==> config.mk <==
export PLATFORM = sky130hd
export DESIGN_NAME = mem_responder
export DESIGN_NICKNAME = d
export VERILOG_FILES = /design/src/rtl/mem_responder.sv
export SDC_FILE = /design/constraint.sdc
export NUM_CORES = 1
export LEC_CHECK = 0
export CORE_MARGIN = 4
export CORE_UTILIZATION = 39
export CTS_CLUSTER_DIAMETER = 40
export DETAILED_ROUTE_END_ITERATION = 16
export PLACE_DENSITY = 0.87
export REMOVE_ABC_BUFFERS = 1
export SETUP_SLACK_MARGIN = 0.3
export SLEW_MARGIN = 20
export SYNTH_ARGS = -nofsm -noshare
export SYNTH_HDL_FRONTEND = slang
export SYNTH_SLANG_ARGS = --single-unit
==> constraint.sdc <==
create_clock -name CLK -period 3.1 [get_ports CLK]
set_input_delay 0.775 -clock CLK [delete_from_list [all_inputs] [get_ports CLK]]
set_output_delay 0.775 -clock CLK [all_outputs]
set_load 0.01 [all_outputs]
==> src/rtl/mem_responder.sv <==
// Memory-side responder: arbitrates dcache/icache word requests onto one synchronous
// single-port RAM, inserting LAT wait cycles per word and locking the grant to the dcache across a 2-word block.
module mem_responder #(
    parameter int unsigned LAT = 2
) (
    input  logic        CLK,
    input  logic        nRST,
    input  logic        dREN,
    input  logic        dWEN,
    input  logic [31:0] daddr,
    input  logic [31:0] dstore,
    output logic        dwait,
    output logic [31:0] dload,
    input  logic        iREN,
    input  logic [31:0] iaddr,
    output logic        iwait,
    output logic [31:0] iload,
    output logic        ram_en,
    output logic        ram_wen,
    output logic [31:0] ram_addr,
    output logic [31:0] ram_wdata,
    input  logic [31:0] ram_rdata
);

    localparam int unsigned CNT_W = (LAT > 1) ? $clog2(LAT) : 1;
    localparam logic [CNT_W-1:0] CNT_INIT = CNT_W'(LAT - 1);

    typedef enum logic [1:0] {S_IDLE, S_WAIT, S_RESP} state_t;
    typedef enum logic {OWN_D, OWN_I} owner_t;

    state_t           r_state, w_state_nxt;
    owner_t           r_owner, w_owner_nxt;
    logic [CNT_W-1:0] r_cnt,   w_cnt_nxt;
    logic             r_lock,  w_lock_nxt;
    logic             r_op,    w_op_nxt;
    logic [29:0]      r_addr,  w_addr_nxt;
    logic [31:0]      r_wdata, w_wdata_nxt;

    logic w_d_req;
    logic w_owner_req;
    logic w_issue;
    logic w_resp;
    logic w_unused;

    // Byte-offset bits of the word addresses carry no information here.
    assign w_unused = ^{daddr[1:0], iaddr[1:0]};

    assign w_d_req     = dREN | dWEN;
    assign w_owner_req = (r_owner == OWN_D) ? w_d_req : iREN;

    // NOTE: every signal assigned in this block gets its default first, so no path leaves
    // one unassigned and no latch is inferred.
    always_comb begin
        w_state_nxt = r_state;
        w_owner_nxt = r_owner;
        w_cnt_nxt   = r_cnt;
        w_lock_nxt  = r_lock;
        w_op_nxt    = r_op;
        w_addr_nxt  = r_addr;
        w_wdata_nxt = r_wdata;
        w_issue     = 1'b0;
        w_resp      = 1'b0;

        case (r_state)
            S_IDLE: begin
                // A lock with no dcache request means the block was abandoned; the icache
                // may then be granted in the same cycle the lock drops.
                if (r_lock && !w_d_req) begin
                    w_lock_nxt = 1'b0;
                end
                if (w_d_req) begin
                    w_owner_nxt = OWN_D;
                    w_addr_nxt  = daddr[31:2];
                    w_op_nxt    = dWEN;
                    w_wdata_nxt = dstore;
                    w_cnt_nxt   = CNT_INIT;
                    w_state_nxt = S_WAIT;
                end else if (iREN) begin
                    w_owner_nxt = OWN_I;
                    w_addr_nxt  = iaddr[31:2];
                    w_op_nxt    = 1'b0;
                    w_wdata_nxt = dstore;
                    w_cnt_nxt   = CNT_INIT;
                    w_state_nxt = S_WAIT;
                end
            end
            S_WAIT: begin
                if (!w_owner_req) begin
                    w_state_nxt = S_IDLE;
                end else if (r_cnt != '0) begin
                    w_cnt_nxt = r_cnt - 1'b1;
                end else begin
                    w_issue     = nRST;
                    w_state_nxt = S_RESP;
                end
            end
            S_RESP: begin
                w_state_nxt = S_IDLE;
                if (w_owner_req) begin
                    w_resp = nRST;
                    if (r_owner == OWN_D) begin
                        w_lock_nxt = ~r_addr[0];
                    end
                end
            end
            default: w_state_nxt = S_IDLE;
        endcase
    end

    // NOTE: sequential state uses non-blocking assignments so every register samples
    // pre-edge values regardless of statement order.
    always_ff @(posedge CLK) begin
        if (!nRST) begin
            r_state <= S_IDLE;
            r_owner <= OWN_D;
            r_cnt   <= '0;
            r_lock  <= 1'b0;
            r_op    <= 1'b0;
            r_addr  <= '0;
            r_wdata <= '0;
        end else begin
            r_state <= w_state_nxt;
            r_owner <= w_owner_nxt;
            r_cnt   <= w_cnt_nxt;
            r_lock  <= w_lock_nxt;
            r_op    <= w_op_nxt;
            r_addr  <= w_addr_nxt;
            r_wdata <= w_wdata_nxt;
        end
    end

    assign ram_en    = w_issue;
    assign ram_wen   = w_issue & r_op;
    assign ram_addr  = w_issue ? {r_addr, 2'b00} : 32'd0;
    assign ram_wdata = w_issue ? r_wdata : 32'd0;

    assign dwait = ~(w_resp & (r_owner == OWN_D));
    assign iwait = ~(w_resp & (r_owner == OWN_I));
    assign dload = (w_resp && r_owner == OWN_D) ? ram_rdata : 32'd0;
    assign iload = (w_resp && r_owner == OWN_I) ? ram_rdata : 32'd0;

endmodule

# Word level (Yosys, flattened, before mapping)
# Index checks and enable logic that the tools add are counted.
[word_totals]
ff_bits = 67
elab_cells = 54
inputBits = 133
romBits = 0
latchBits = 0
n_memories = 0
out_inout_bits = 132
ramBits = 0
[classes]
n_bitwise = 7
n_mul = 0
n_eq_ne = 5
muxes = 27
add_sub_neg = 1
n_reduce_logical = 8
order_cmp = 0
div_mod_pow = 0
shift = 0
[op_table]
columns = ["cell", "n"]
rows = [
  ["$mux W32", 6],
  ["$mux W30", 2],
  ["$mux W1", 13],
  ["$mux W2", 4],
  ["$ne A3 B3 Y1 const B", 2],
  ["$pmux W2 S2", 1],
  ["$reduce_and A2 Y1", 2],
  ["$reduce_bool A2 Y1", 2],
  ["$and A1 B1 Y1", 3],
  ["$not A1 Y1", 3],
  ["$reduce_and A3 Y1", 1],
  ["$eq A2 B1 Y1 const B", 1],
  ["$eq A2 B2 Y1 const B", 1],
  ["$logic_and A1 B1 Y1", 2],
  ["$logic_not A2 Y1", 1],
  ["$ne A2 B2 Y1 const B", 1],
  ["$pmux W1 S2", 1],
  ["$or A1 B1 Y1", 1],
  ["$sub A1 B1 Y1 const B", 1],
]

# Depth between registers and ports, before layout
# Gate-level depths: netlist of run 1.
[depth]
ltp_word = 6
ltp_mapped = 6
mapped_depth_nobuf = 3

# Least setup slack after synthesis of run 1
# Ideal clock, no wire load.
[synth_path]
path_type = "input -> output"
startpoint = "input port nRST"
endpoint = "output port dload[22]"
cell_stages = 5
arrival_ns = 1.883
n_path_buf = 2
slack_ns = 0.442
cell_sequence = "buf_2 -> and3b_1 -> nor3b_1 -> clkbuf_1 -> and2_1"
[synth_between]
elab_chain_cells = 4
[synth_rtl]
columns = ["item", "line", "source"]
rows = [
  ["start, declared", "7", "input logic nRST,"],
  ["$mux W1", "99", "if (w_owner_req) begin"],
  ["$mux W1", "64", "case (r_state)"],
  ["$logic_and A1 B1 Y1", "139", "assign dload = (w_resp && r_owner == OWN_D) ? ram_rdata : 32'd0;"],
  ["$mux W32", "139", ""],
  ["end, declared", "13", "output logic [31:0] dload,"],
]
# Every way passes these cells.

# Worst setup path after layout of run 1
[layout_path]
startpoint = "input port dREN"
endpoint = "output port ram_wdata[20]"
[layout_between]
elab_chain_cells = 5
[layout_rtl]
columns = ["item", "line", "source"]
rows = [
  ["start, declared", "8", "input logic dREN,"],
  ["$or A1 B1 Y1", "48", "assign w_d_req = dREN | dWEN;"],
  ["$mux W1", "49", "assign w_owner_req = (r_owner == OWN_D) ? w_d_req : iREN;"],
  ["$mux W1", "88", "if (!w_owner_req) begin"],
  ["$mux W1", "64", ""],
  ["$mux W32", "135", "assign ram_wdata = w_issue ? r_wdata : 32'd0;"],
  ["end, declared", "21", "output logic [31:0] ram_wdata,"],
]
# Every way passes these cells.

==> results of run 1 <==
[registers in the layout, summed over array words and instances (netlist names)]
| register | count |
|---|---|
| r_wdata | 32 |
| r_addr | 30 |
| r_state | 2 |
| r_cnt | 1 |
| r_op | 1 |
| r_owner | 1 |
[cell type report]
| type | count | area [sq um] | share of cell area [%] |
|---|---|---|---|
| repair buffers | 283 | 2720 | 39.5 |
| inverters | 3 | 11.3 | 0.164 |
| well taps | 133 | 166 | 2.42 |
| clock inverters | 5 | 77.6 | 1.13 |
| flip-flops and latches | 67 | 1340 | 19.5 |
| clock buffers | 10 | 138 | 2.00 |
| multi-input cells | 369 | 2420 | 35.2 |
[path summary, 6_finish.rpt]
path | endpoint | slack (ns)
worst max-delay path | ram_wdata[20] | 0.32
worst min register to register | r_wdata[17] | 0.45
worst max register to register | r_addr[23] | 1.33
worst min-delay path | r_wdata[17] | 0.45
[worst max-delay path, cell delays in order]
cell    delay (ns)
buf_2         0.12
nor3_4        0.06
nor4_4        0.32
buf_4         0.19
buf_6         0.13
buf_12        0.12
and2_1        0.15
buf_2         0.14
[power by group]
part | internal (uW) | switching, uW
Clock | 468 | 334
Sequential | 986 | 64.1
Combinational | 397 | 365
[Yosys cell counts (all sizes together)]
master / count
and2: 128
nand2: 97
dfxtp: 67
clkbuf: 37
mux2i: 33
a21oi: 31
o21ai: 31
a311oi: 30
buf: 11
nor3: 4
inv: 3
nand2b: 2
nor2: 2
nor4: 2
and3: 1
and3b: 1
conb: 1
nand3: 1
nor2b: 1
nor3b: 1
o41ai: 1
or3: 1
[through the flow]
step	setup TNS (ns)	total power [uW]	setup WS, ns
after floorplan	-63.82	1450	-0.860
after global placement	-29.91	1770	-0.370
after detailed placement	-33.25	1800	-0.397
after CTS	0	2620	0.193
after global routing	0	2740	0.258
final	0	2620	0.316
[logic make-up (layout without fill, tap and decap cells)]
logic type             count (synthesis)  in the layout  synth area share [%]
other                                  1              2                0.0949
multiplexers                          33             33                  8.36
AND/OR/NAND/NOR                      241            241                  32.2
AO/OA/AOI/OAI                         93             93                  19.0
buffers and inverters                 51            301                  6.40
flip-flops                            67             67                  33.9
[what timing repair did]
item                       in CTS  in global routing
pin swaps                       4                  1
setup buffers                   5                  0
gates resized for setup       235                119
setup endpoints to repair     130                127
gates cloned                    4                  2
[per-layer routing]
layer	part of all wire [%]	up-vias	GRT usage [%]
met4	2.7	0	7.94
li1	-	2115	-
met3	10	37	8.64
met5	0	-	0
met1	38	2097	29.4
met2	49	215	43.1
==> results.md, run 1 <==
- Outcome: finished clean
- P per Cell Area: 380 nW/um^2
- Full die area: 11,800 sq um
- Placed insts: 844
- Final WL: approximately 16 mm
- Hold-fix buffers, CTS: 0
- Non-filler cells, final: a little under 900
- Worst-margin pin slew: 1.06 ns
- Fin util: between 70% and 80%
- First-pass GRT wire length: 23.4 mm
- Crit path required time: roughly 2.3 ns
- Clk Latency, worst-skew pair: 0.33 ns
- HP Start: r_wdata[17]
- Post-synth top area cell: dfxtp_1
- Max-Cap Viols: 0
- R2R Path Start: r_state[0]
- Clk slew on worst S/H paths: 0.08 ns
- Ys Warns: 0
- VDD IR max: approximately 0.3 mV
- Crit path from: dREN
- Routed Antenna Nets: 0
- Commonest non-fill, non-tap cell in the layout: clkdlybuf4s50_1
- Nets@finish: between 800 and 900
- Number of vias per cell: 5.13
- DR vias: 4,464
- CTS tree: yes
- WHS Path Cells: 2
- CTS sink cnt: 67
- Detail Placement HPWL: 10.7 mm
- Period utilization: between 80% and 90%
- Ranking of synthesized cells by area: dfxtp_1 (34%), and2_1 (20%), a311oi_2 (10%)
- Slew Limit Fails: 0
- Wire per inst: 17.9 um
- Synthesized area: around 4000 sq um
- Netlist cell types: 29
- Relative slew slack: just under 30%
- # IOs: 265
- Leak: 0.00324 uW
- Die height: 109 um
- Fill cells: 790
- Starting Density: between 40 and 50%
- Clock buffer depth: 2
- Number of global-route vias before repair: about 4,400
- Critical path arrival: 2.01 ns
- Final Hold Viols: 0
- Core Region: 9820 sq um
- FMAX: around 360 MHz
- Ant. Diodes: 0
- RSZ-0062 raised after global routing: false
- First-pass DRT Iterations: 5
- Starting DRT DRC Count: 214
- CTS root buffer: clkbuf_8
- Area Overhead vs Synth: 74.0%
- Area after DPL: 6610 sq um
- Syn avg cell area: 8.13 sq um
- Drt drc: 0
- Worst hold slack: 0.452 ns
- Die W: 109 um
- Register bit total from synthesis: 67
- CTS buffer count: 9
- Final setup fails: 0
- Reg2Reg Depth: 3
- Initial antenna violation count: 0
- Total track usage: 25.1%
- IO Port Bufs: 258
- Syn Inst Count: 486
- Grt total ovfl: 0
- Number of H-tree levels: 3
- Site row count: 36
- Critical path class: input port to primary output
- Worst Skew: 0.00776 ns
- CP Capture Type: primary output
- GPL Wtd Cong: 0.828
- HP Class: flop to flop
- Tmin final: 2.78 ns
- Synth top area share: 33.9%
- Sequential share of the synthesized area: about a third
- Fin area: 6880 sq um
- Share of cells above drive strength 1: between 15 and 20%
- Most frequent cells in the layout: clkdlybuf4s50_1 (124), and2_1 (123), nand2_1 (97), dfxtp_1 (66), clkdlybuf4s15_1 (52)
- Startpoint types: input port
- Pin count of the biggest net entering global routing: 68
- Crit path max fanout: 12
No activity file was read; power rests on OpenSTA's default activity.
==> run 2: changes to the inputs <==
--- a/config.mk
+++ b/config.mk
@@ -12,7 +12,6 @@
 export PLACE_DENSITY = 0.87
 export REMOVE_ABC_BUFFERS = 1
 export SETUP_SLACK_MARGIN = 0.3
-export SLEW_MARGIN = 20
 export SYNTH_ARGS = -nofsm -noshare
 export SYNTH_HDL_FRONTEND = slang
 export SYNTH_SLANG_ARGS = --single-unit
==> results of run 2 <==
The final DEF is identical to that of run 1; final timing and power are the same.
